$ cat config.mk
export PLATFORM = sky130hd
export DESIGN_NAME = seq_det_ctrl
export DESIGN_NICKNAME = d
export VERILOG_FILES = /design/src/rtl/seq_det_ctrl.sv
export SDC_FILE = /design/constraint.sdc
export NUM_CORES = 1
export LEC_CHECK = 0
export CAP_MARGIN = 20
export CORE_MARGIN = 1.5
export CORE_UTILIZATION = 35
export CTS_BUF_LIST = sky130_fd_sc_hd__clkbuf_4 sky130_fd_sc_hd__clkbuf_8
export CTS_CLUSTER_DIAMETER = 40
export CTS_CLUSTER_SIZE = 30
export DETAILED_ROUTE_END_ITERATION = 10
export PLACE_DENSITY = 0.64
export SLEW_MARGIN = 10
export SYNTH_ARGS = -nofsm -noshare
export SYNTH_HDL_FRONTEND = slang
export SYNTH_SLANG_ARGS = --single-unit
$ cat constraint.sdc
create_clock -name clk -period 3.5 [get_ports clk]
set_clock_uncertainty 0.15 [all_clocks]
set_input_delay 1.05 -clock clk [delete_from_list [all_inputs] [get_ports clk]]
set_output_delay 1.05 -clock clk [all_outputs]
set_load 0.005 [all_outputs]
$ cat src/rtl/seq_det_ctrl.sv
// rtl/seq_det_ctrl.sv - run-controlled 4-bit serial pattern detector with match counting
module seq_det_ctrl #(
    parameter int CNT_W = 8
) (
    input  logic             clk,
    input  logic             rst,
    input  logic             cfg_we,
    input  logic [3:0]       cfg_pattern,
    input  logic             cfg_ovp,
    input  logic [CNT_W-1:0] cfg_target,
    input  logic             start,
    input  logic             abort,
    input  logic             in,
    input  logic             in_valid,
    output logic             out,
    output logic             busy,
    output logic             done,
    output logic [CNT_W-1:0] match_cnt,
    output logic             cfg_err
);

    typedef enum logic [1:0] {
        S_IDLE = 2'd0,
        S_RUN  = 2'd1,
        S_DONE = 2'd2
    } state_t;

    state_t           state_q, state_d;
    logic [3:0]       pattern_q, pattern_d;
    logic             ovp_q, ovp_d;
    logic [CNT_W-1:0] target_q, target_d;
    logic [2:0]       hist_q, hist_d;
    logic [1:0]       fill_q, fill_d;
    logic [CNT_W-1:0] cnt_q, cnt_d;
    logic             busy_q, busy_d;
    logic             done_q, done_d;
    logic             err_q, err_d;
    logic             match;

    // Abort suppresses a match landing on the same cycle.
    assign match = (state_q == S_RUN) && in_valid && !abort && (fill_q == 2'd3)
                   && ({hist_q, in} == pattern_q);

    always_comb begin
        state_d   = state_q;
        pattern_d = pattern_q;
        ovp_d     = ovp_q;
        target_d  = target_q;
        hist_d    = hist_q;
        fill_d    = fill_q;
        cnt_d     = cnt_q;
        err_d     = 1'b0;
        case (state_q)
            S_RUN: begin
                err_d = cfg_we;
                if (abort) begin
                    state_d = S_IDLE;
                end else if (in_valid) begin
                    hist_d = {hist_q[1:0], in};
                    if (match) begin
                        fill_d = ovp_q ? 2'd3 : 2'd0;
                        cnt_d  = (cnt_q == {CNT_W{1'b1}}) ? cnt_q : cnt_q + CNT_W'(1);
                        if ((target_q != '0) && (cnt_d == target_q)) begin
                            state_d = S_DONE;
                        end
                    end else begin
                        fill_d = (fill_q == 2'd3) ? 2'd3 : fill_q + 2'd1;
                    end
                end
            end
            default: begin
                if (cfg_we) begin
                    pattern_d = cfg_pattern;
                    ovp_d     = cfg_ovp;
                    target_d  = cfg_target;
                end
                if (start) begin
                    state_d = S_RUN;
                    cnt_d   = '0;
                    hist_d  = '0;
                    fill_d  = '0;
                end
            end
        endcase
        busy_d = (state_d == S_RUN);
        done_d = (state_d == S_DONE);
    end

    always_ff @(posedge clk or negedge rst) begin
        if (!rst) begin
            state_q   <= S_IDLE;
            pattern_q <= 4'b1010;
            ovp_q     <= 1'b0;
            target_q  <= '0;
            hist_q    <= '0;
            fill_q    <= '0;
            cnt_q     <= '0;
            busy_q    <= 1'b0;
            done_q    <= 1'b0;
            err_q     <= 1'b0;
        end else begin
            state_q   <= state_d;
            pattern_q <= pattern_d;
            ovp_q     <= ovp_d;
            target_q  <= target_d;
            hist_q    <= hist_d;
            fill_q    <= fill_d;
            cnt_q     <= cnt_d;
            busy_q    <= busy_d;
            done_q    <= done_d;
            err_q     <= err_d;
        end
    end

    assign out       = match;
    assign busy      = busy_q;
    assign done      = done_q;
    assign match_cnt = cnt_q;
    assign cfg_err   = err_q;

endmodule

==> impl_summary.log, run 1 <==
[metrics] leakage power figure: 0.891 nW
[metrics] maximum level of the CTS H-tree: 2
[metrics] kind of end point of the critical path: output port
[metrics] DRC violations left: 0
[metrics] number of synthesis warnings: 0
[metrics] aggregate global routing overflow: 0
[metrics] total clock buffers created by CTS: 5
[metrics] Rows: 25
[metrics] gpl congestion: 0.831
[metrics] count of final setup violators: 0
[metrics] count of cells along the worst hold path: 1
[metrics] post-synthesis instance total: 160
[metrics] highest-count cells in the layout ignoring fill and taps: 29 x sky130_fd_sc_hd__dfrtp_1, 29 x sky130_fd_sc_hd__clkdlybuf4s50_1, 14 x sky130_fd_sc_hd__mux2_2
[metrics] number of antenna violations at the first check in global routing: 0
[metrics] Initial Utilization: 36.0%
[metrics] status: finished, final reports clean
[metrics] proportion of synthesized chip area in sequential cells: 46.0%
[metrics] unrepaired setup endpoints after global routing: false
[metrics] Antenna diodes: 0
[metrics] worst endpoint required time: 2.30 ns
[metrics] VDD IR-drop max: 0.180 mV
[metrics] via count normalized by instance count: 5.31
[metrics] endpoint of the worst hold-timing path: ovp_q$_DFFE_PN0P_
[metrics] CTS Root Buffer Type: sky130_fd_sc_hd__clkbuf_8
[metrics] transition at the pin with the smallest max-transition slack: 0.551 ns
[metrics] path category of the worst min-delay check: reg2reg
[metrics] r2r endpoint: state_q[0]$_DFF_PN0_
[metrics] horizontal extent of the die: 72.5 microns
[metrics] final slew viol count: 0
[metrics] Die Y-Extent: 72.5 microns
[metrics] sum of routed wire length over all layers: 3650 microns
[metrics] number of buffers inserted by hold repair at cts: 0
[metrics] Core Area: 0.00469 sq mm
[metrics] post-CTS setup repair buffer count: 0
[metrics] Avg Inst Size Synth: 10.6 sq um
[metrics] number of global-route vias before repair: 1,322
[metrics] post-DR wirelength/cell: 14.4 microns
[metrics] highest clock rate: 0.291 GHz
[metrics] Startpoint Class: primary input
[metrics] ports placed on the boundary: 32
[metrics] number of nets still failing antenna checks after routing: 0
[metrics] startpoint of the most critical register-to-register path: match_cnt[0]$_DFFE_PN0P_
[metrics] detailed-router iteration count before antenna repair: 4
[metrics] synthesized netlist net count: 181
[metrics] Crit path arrival time: 2.23 ns
[metrics] R2R Setup Slk: 0.75 ns
[metrics] number of port buffers: 31
[metrics] Clock transition at path regs: 0.06 ns
[metrics] clock tree from TritonCTS: yes
[metrics] power density over the cells: 454 mW/mm^2
[metrics] largest net degree at the start of global routing: 32
[metrics] Final min period: 3.43 ns
[metrics] Post-Syn Area: 0.00169 sq mm
[metrics] Starting DRT DRC Count: 140
[metrics] R2R cell count: 8
[metrics] final hold viol count: 0
[metrics] maximum buffer depth of the clock tree: 2
[metrics] WS Path Type: in2out
[metrics] final cycle utilization of the critical path: 98.1%
[metrics] wire length of the first global-routing pass: 6240 microns
[metrics] number of distinct library cells after synthesis: 48
[metrics] Vias: 1,349
[metrics] max-capacitance violation count: 0
[metrics] DP HPWL: 2720 microns
[metrics] Sink Count: 31
[metrics] final worst hold slack: 0.353 ns
[metrics] area growth from synthesis to layout: 31.5%
[metrics] normalized max-slew margin: 63.2%
[metrics] Tot Pwr: 1.01 mW
[metrics] Die Footprint: 0.00526 sq mm
[metrics] global-route usage over all layers: 15.8%
[metrics] final-stage net count: 220
[metrics] clock insertion delay at the later pin of the skew report: 0.28 ns
[metrics] critical path peak fanout: 2
[metrics] #FFs+latches synth: 31
[metrics] startpoint of the lowest-slack hold path: ovp_q$_DFFE_PN0P_
[metrics] share of post-route cells with drive strength above 1: 20.0%
==> cells in the mapped netlist (all sizes together) <==
| cell type | instances | area, sq um |
|---|---|---|
| or3b | 1 | 8.76 |
| clkbuf | 1 | 3.75 |
| a31oi | 3 | 18.8 |
| dfstp | 2 | 52.6 |
| or2 | 1 | 8.76 |
| mux2i | 1 | 10.0 |
| and2 | 2 | 12.5 |
| a32o | 1 | 10.0 |
| nor4 | 3 | 18.8 |
| a2bb2oi | 1 | 8.76 |
| buf | 5 | 23.8 |
| nor3 | 6 | 35.0 |
| nand4 | 3 | 25.0 |
| o21bai | 1 | 7.51 |
| a22o | 3 | 26.3 |
| o2111ai | 1 | 8.76 |
| o21ai | 6 | 30.0 |
| dfrtp | 29 | 726 |
| and3b | 1 | 8.76 |
| o211ai | 1 | 7.51 |
| o22ai | 1 | 12.5 |
| nand3b | 1 | 7.51 |
| mux2 | 14 | 158 |
| a221oi | 1 | 8.76 |
| and4 | 2 | 17.5 |
| and2b | 1 | 7.51 |
| o311a | 1 | 10.0 |
| and4b | 1 | 10.0 |
| a311oi | 1 | 8.76 |
| nor2b | 3 | 18.8 |
| nor2 | 10 | 37.5 |
| xor2 | 3 | 26.3 |
| ha | 1 | 12.5 |
| a2111oi | 1 | 15.0 |
| nand3 | 7 | 40.0 |
| o31ai | 1 | 7.51 |
| a211oi | 3 | 22.5 |
| and3 | 3 | 18.8 |
| o221a | 1 | 11.3 |
| nand2 | 9 | 33.8 |
| xnor2 | 10 | 87.6 |
| inv | 2 | 7.51 |
| a21oi | 7 | 35.0 |
| nand2b | 4 | 25.0 |
==> critical path, stage by stage <==
cell	delay, ns
sky130_fd_sc_hd__clkdlybuf4s50_1	0.42
sky130_fd_sc_hd__or3b_4	0.38
sky130_fd_sc_hd__nor3_2	0.15
sky130_fd_sc_hd__buf_4	0.15
sky130_fd_sc_hd__buf_6	0.09
==> per-stage QoR <==
stage | utilization (%) | area, sq um | instances | setup WS [ns] | TNS (ns)
detailed placement | 44.6 | 2090 | 246 | -0.436 | -0.436
CTS | 47.2 | 2210 | 254 | 0.0410 | 0
finish | 47.4 | 2220 | 254 | 0.0656 | 0
global placement | 44.6 | 2090 | 246 | -0.461 | -0.461
floorplan | - | 1690 | 160 | 0.420 | 0
global route | 47.4 | 2220 | 254 | 0.00786 | 0
==> worst max path at each step <==
stage | end | from | cells past startpoint
floorplan | out | abort | 2
global placement | out | in_valid | 5
detailed placement | out | in_valid | 5
CTS | out | in_valid | 5
global route | out | abort | 5
finish | out | abort | 5
==> sequential cells by signal, indices dropped and copies added, names as in the netlist <==
name and cells:
target_q 8, ovp_q 1, pattern_q 4, fill_q 2
hist_q 3, done 1, state_q 2, match_cnt 8
busy 1, cfg_err 1
==> kinds of logic after synthesis <==
kind of cell | after synthesis | share of synthesized area, %
AND/OR/NAND/NOR | 58 | 19.8
buffers and inverters | 8 | 2.07
adder cells (fa/ha/maj) | 1 | 0.740
AO/OA/AOI/OAI | 34 | 14.7
multiplexers | 15 | 9.92
flip-flops | 31 | 46.0
XOR/XNOR | 13 | 6.74
==> metal layers <==
metal	global-route usage, %	part of all wire (%)
met1	21.6	49
met3	4.17	4.4
met5	0	0
met2	23.5	45
met4	6.92	1.7
==> report_power, final <==
| group | total (mW) | internal, mW | switching (mW) |
|---|---|---|---|
| registers | 0.461 | 0.413 | 0.0481 |
| logic | 0.186 | 0.112 | 0.0734 |
| clock network | 0.363 | 0.230 | 0.133 |
==> area by class of cell <==
| class | instances | area [sq um] |
|---|---|---|
| clock buffers | 6 | 82.6 |
| fillers | 460 | 2470 |
| clock inverters | 2 | 35.0 |
| repair buffers | 38 | 367 |
| flip-flops and latches | 31 | 778 |
| inverters | 2 | 7.51 |
| multi-input cells | 121 | 885 |
| well taps | 54 | 67.6 |
==> timing repair <==
item,in CTS,in global routing
gates resized for setup,6,2
gates cloned,0,0
endpoints found under the setup margin,1,1
pin swaps,1,2
No activity file was read; power rests on OpenSTA's default activity.
==> run 2: changes to the inputs <==
--- a/config.mk
+++ b/config.mk
@@ -5,6 +5,7 @@
 export SDC_FILE = /design/constraint.sdc
 export NUM_CORES = 1
 export LEC_CHECK = 0
+export ABC_CLOCK_PERIOD_IN_PS = 3500
 export CAP_MARGIN = 20
 export CORE_MARGIN = 1.5
 export CORE_UTILIZATION = 35
==> results of run 2 <==
Final layout, timing and power as in run 1 (identical DEF).
==> run 3: changes to the inputs <==
--- a/config.mk
+++ b/config.mk
@@ -7,7 +7,7 @@
 export LEC_CHECK = 0
 export ABC_CLOCK_PERIOD_IN_PS = 3500
 export CAP_MARGIN = 20
-export CORE_MARGIN = 1.5
+export CORE_MARGIN = 2
 export CORE_UTILIZATION = 35
 export CTS_BUF_LIST = sky130_fd_sc_hd__clkbuf_4 sky130_fd_sc_hd__clkbuf_8
 export CTS_CLUSTER_DIAMETER = 40
==> run 3 against run 2 <==
  * Register-to-register slack got worse by 0.04 ns
  * Critical path depth unchanged
  * Die area increased by 2.8%
  * Sequential share of layout area increased by 0.34 points
  * First-iteration DRC count decreased by 30%
  * Sequential power about the same
  * Final cell count increased by 0.39%
  * Power decreased by 7.0%
  * Hold slack got worse by 0.00057 ns
  * Via count increased by 2.4%
  * Clock-buffer cell count increased by 1
==> impl_summary.log, run 3 (synthesis results as in run 1) <==
[metrics] aggregate global routing overflow: 0 (unchanged)
[metrics] gpl congestion: 0.917 (was 0.831)
[metrics] final worst hold slack: 0.353 ns (about the same)
[metrics] final-stage net count: 221 (was 220)
[metrics] max-capacitance violation count: 0 (unchanged)
[metrics] maximum level of the CTS H-tree: 2 (unchanged)
[metrics] transition at the pin with the smallest max-transition slack: 0.570 ns (was 0.551 ns)
[metrics] sum of routed wire length over all layers: 3710 microns (was 3650 microns)
[metrics] VDD IR-drop max: 0.184 mV (was 0.180 mV)
[metrics] power density over the cells: 427 mW/mm^2 (was 454 mW/mm^2)
[metrics] Clock transition at path regs: 0.06 ns (about the same)
[metrics] post-DR wirelength/cell: 14.5 microns (was 14.4 microns)
[metrics] Final min period: 3.34 ns (was 3.43 ns)
[metrics] final slew viol count: 0 (unchanged)
[metrics] Core Area: 0.00469 sq mm (unchanged)
[metrics] count of final setup violators: 0 (unchanged)
[metrics] Tot Pwr: 940 uW (was 1.01 mW)
[metrics] startpoint of the most critical register-to-register path: match_cnt[0]$_DFFE_PN0P_ (unchanged)
[metrics] WS Path Type: in2out (unchanged)
[metrics] Starting DRT DRC Count: 98 (was 140)
[metrics] startpoint of the lowest-slack hold path: ovp_q$_DFFE_PN0P_ (unchanged)
[metrics] detailed-router iteration count before antenna repair: 4 (unchanged)
[metrics] worst slack, placed: -0.474 ns (was -0.436 ns)
[metrics] DP HPWL: 2780 microns (was 2720 microns)
[metrics] status: finished, final reports clean (unchanged)
[metrics] unrepaired setup endpoints after global routing: false (unchanged)
[metrics] number of port buffers: 31 (unchanged)
[metrics] highest clock rate: 0.300 GHz (was 0.291 GHz)
[metrics] total area of sequential cells: 778 sq um (unchanged)
[metrics] total negative slack for setup checks: 0 ns (unchanged)
[metrics] Initial Utilization: 36.0% (unchanged)
[metrics] share of post-route cells with drive strength above 1: 20.4% (was 20.0%)
[metrics] fill cell total of the finished layout: 441 (was 460)
[metrics] wire length of the first global-routing pass: 6390 microns (was 6240 microns)
[metrics] global-route usage over all layers: 15.6% (was 15.8%)
[metrics] Vias: 1,381 (was 1,349)
[metrics] area growth from synthesis to layout: 30.2% (was 31.5%)
[metrics] path category of the worst min-delay check: reg2reg (unchanged)
[metrics] CTS Root Buffer Type: sky130_fd_sc_hd__clkbuf_8 (unchanged)
[metrics] final cycle utilization of the critical path: 95.3% (was 98.1%)
[metrics] number of global-route vias before repair: 1,336 (was 1,322)
[metrics] post-layout utilization of the core: 46.9% (was 47.4%)
[metrics] Die Y-Extent: 73.5 microns (was 72.5 microns)
[metrics] final hold viol count: 0 (unchanged)
[metrics] most common library cell in the layout ignoring fill and taps: sky130_fd_sc_hd__dfrtp_1
[metrics] total clock buffers created by CTS: 5 (unchanged)
[metrics] least setup slack across all paths after layout: 0.163 ns (was 0.0656 ns)
[metrics] worst endpoint required time: 2.30 ns (about the same)
[metrics] highest-count cells in the layout ignoring fill and taps: 29 x sky130_fd_sc_hd__dfrtp_1, 27 x sky130_fd_sc_hd__clkdlybuf4s50_1, 14 x sky130_fd_sc_hd__mux2_2 (was 29 x sky130_fd_sc_hd__dfrtp_1, 29 x sky130_fd_sc_hd__clkdlybuf4s50_1, 14 x sky130_fd_sc_hd__mux2_2)
[metrics] Die Footprint: 0.00540 sq mm (was 0.00526 sq mm)
[metrics] clock tree from TritonCTS: yes (unchanged)
[metrics] via count normalized by instance count: 5.42 (was 5.31)
[metrics] leakage power figure: 0.878 nW (was 0.891 nW)
[metrics] Antenna diodes: 0 (unchanged)
[metrics] ports placed on the boundary: 32 (unchanged)
[metrics] horizontal extent of the die: 73.5 microns (was 72.5 microns)
[metrics] largest net degree at the start of global routing: 32 (unchanged)
[metrics] Crit path arrival time: 2.14 ns (was 2.23 ns)
[metrics] Rows: 25 (unchanged)
[metrics] area used by multi-input combinational logic: 885 sq um (unchanged)
[metrics] Startpoint Class: primary input (unchanged)
[metrics] number of buffers inserted by hold repair at cts: 0 (unchanged)
[metrics] number of nets still failing antenna checks after routing: 0 (unchanged)
[metrics] maximum buffer depth of the clock tree: 2 (unchanged)
[metrics] DRC violations left: 0 (unchanged)
[metrics] kind of end point of the critical path: output port (unchanged)
[metrics] clock insertion delay at the later pin of the skew report: 0.28 ns (about the same)
[metrics] critical path peak fanout: 2 (unchanged)
[metrics] normalized max-slew margin: 61.9% (was 63.2%)
[metrics] Sink Count: 31 (unchanged)
[metrics] Critical Path Source: abort (unchanged)
[metrics] number of antenna violations at the first check in global routing: 0 (unchanged)
run 3: cell count changes in the layout (fill, tap and decap cells not counted), sizes merged:
cell           before  now
bufinv              1    0
clkbuf              6    7
dlymetal6s2s        1    0
clkdlybuf4s15       0    1
clkdlybuf4s50      29   27
dlygate4sd2         0    3
run 3: routing by layer:
metal / wire, microns / vias up / GRT usage [%]
met2: 1660 / 34 / 23.3
met5: 0 / - / 0
met3: 124 / 7 / 3.29
met4: 74 / 0 / 7.07
met1: 1850 / 660 / 21.5
li1: - / 680 / -
run 3: critical path, stage by stage:
cell and delay (ns):
sky130_fd_sc_hd__dlygate4sd2_1 0.25, sky130_fd_sc_hd__or3b_4 0.38, sky130_fd_sc_hd__nor3_2 0.12, sky130_fd_sc_hd__buf_4 0.14
sky130_fd_sc_hd__clkdlybuf4s15_2 0.20
run 3: worst paths after layout:
| path | to | slack [ns] | cells after the start |
|---|---|---|---|
| worst max-delay path | out | 0.16 | 5 |
| worst min-delay path | ovp_q$_DFFE_PN0P_ | 0.35 | 1 |
| worst max register to register | done$_DFF_PN0_ | 0.71 | 8 |
| worst min register to register | ovp_q$_DFFE_PN0P_ | 0.35 | 1 |
| max in group asynchronous | pattern_q[3]$_DFFE_PN1P_ | 1.87 | 2 |
| min in group asynchronous | done$_DFF_PN0_ | 1.00 | 2 |
run 3: layout make-up:
class	instances	share of cell area [%]
flip-flops and latches	31	35.4
multi-input cells	121	40.2
repair buffers	39	16.7
well taps	54	3.07
clock buffers	7	4.09
clock inverters	1	0.227
inverters	2	0.341
run 3: per-stage QoR:
step | instances | area [sq um]
after CTS | 255 | 2200
after global placement | 246 | 2090
final | 255 | 2200
after global routing | 255 | 2200
after floorplan | 160 | 1690
after detailed placement | 246 | 2090
run 3: timing repair:
item                       4_1_cts  5_1_grt
setup endpoints to repair        1        0
resized for setup                8        0
setup buffers                    1        0
run 3: power breakdown:
part	switching [mW]	internal [mW]
Sequential	0.0474	0.413
Clock	0.128	0.166
Combinational	0.0727	0.112
Total	0.248	0.691
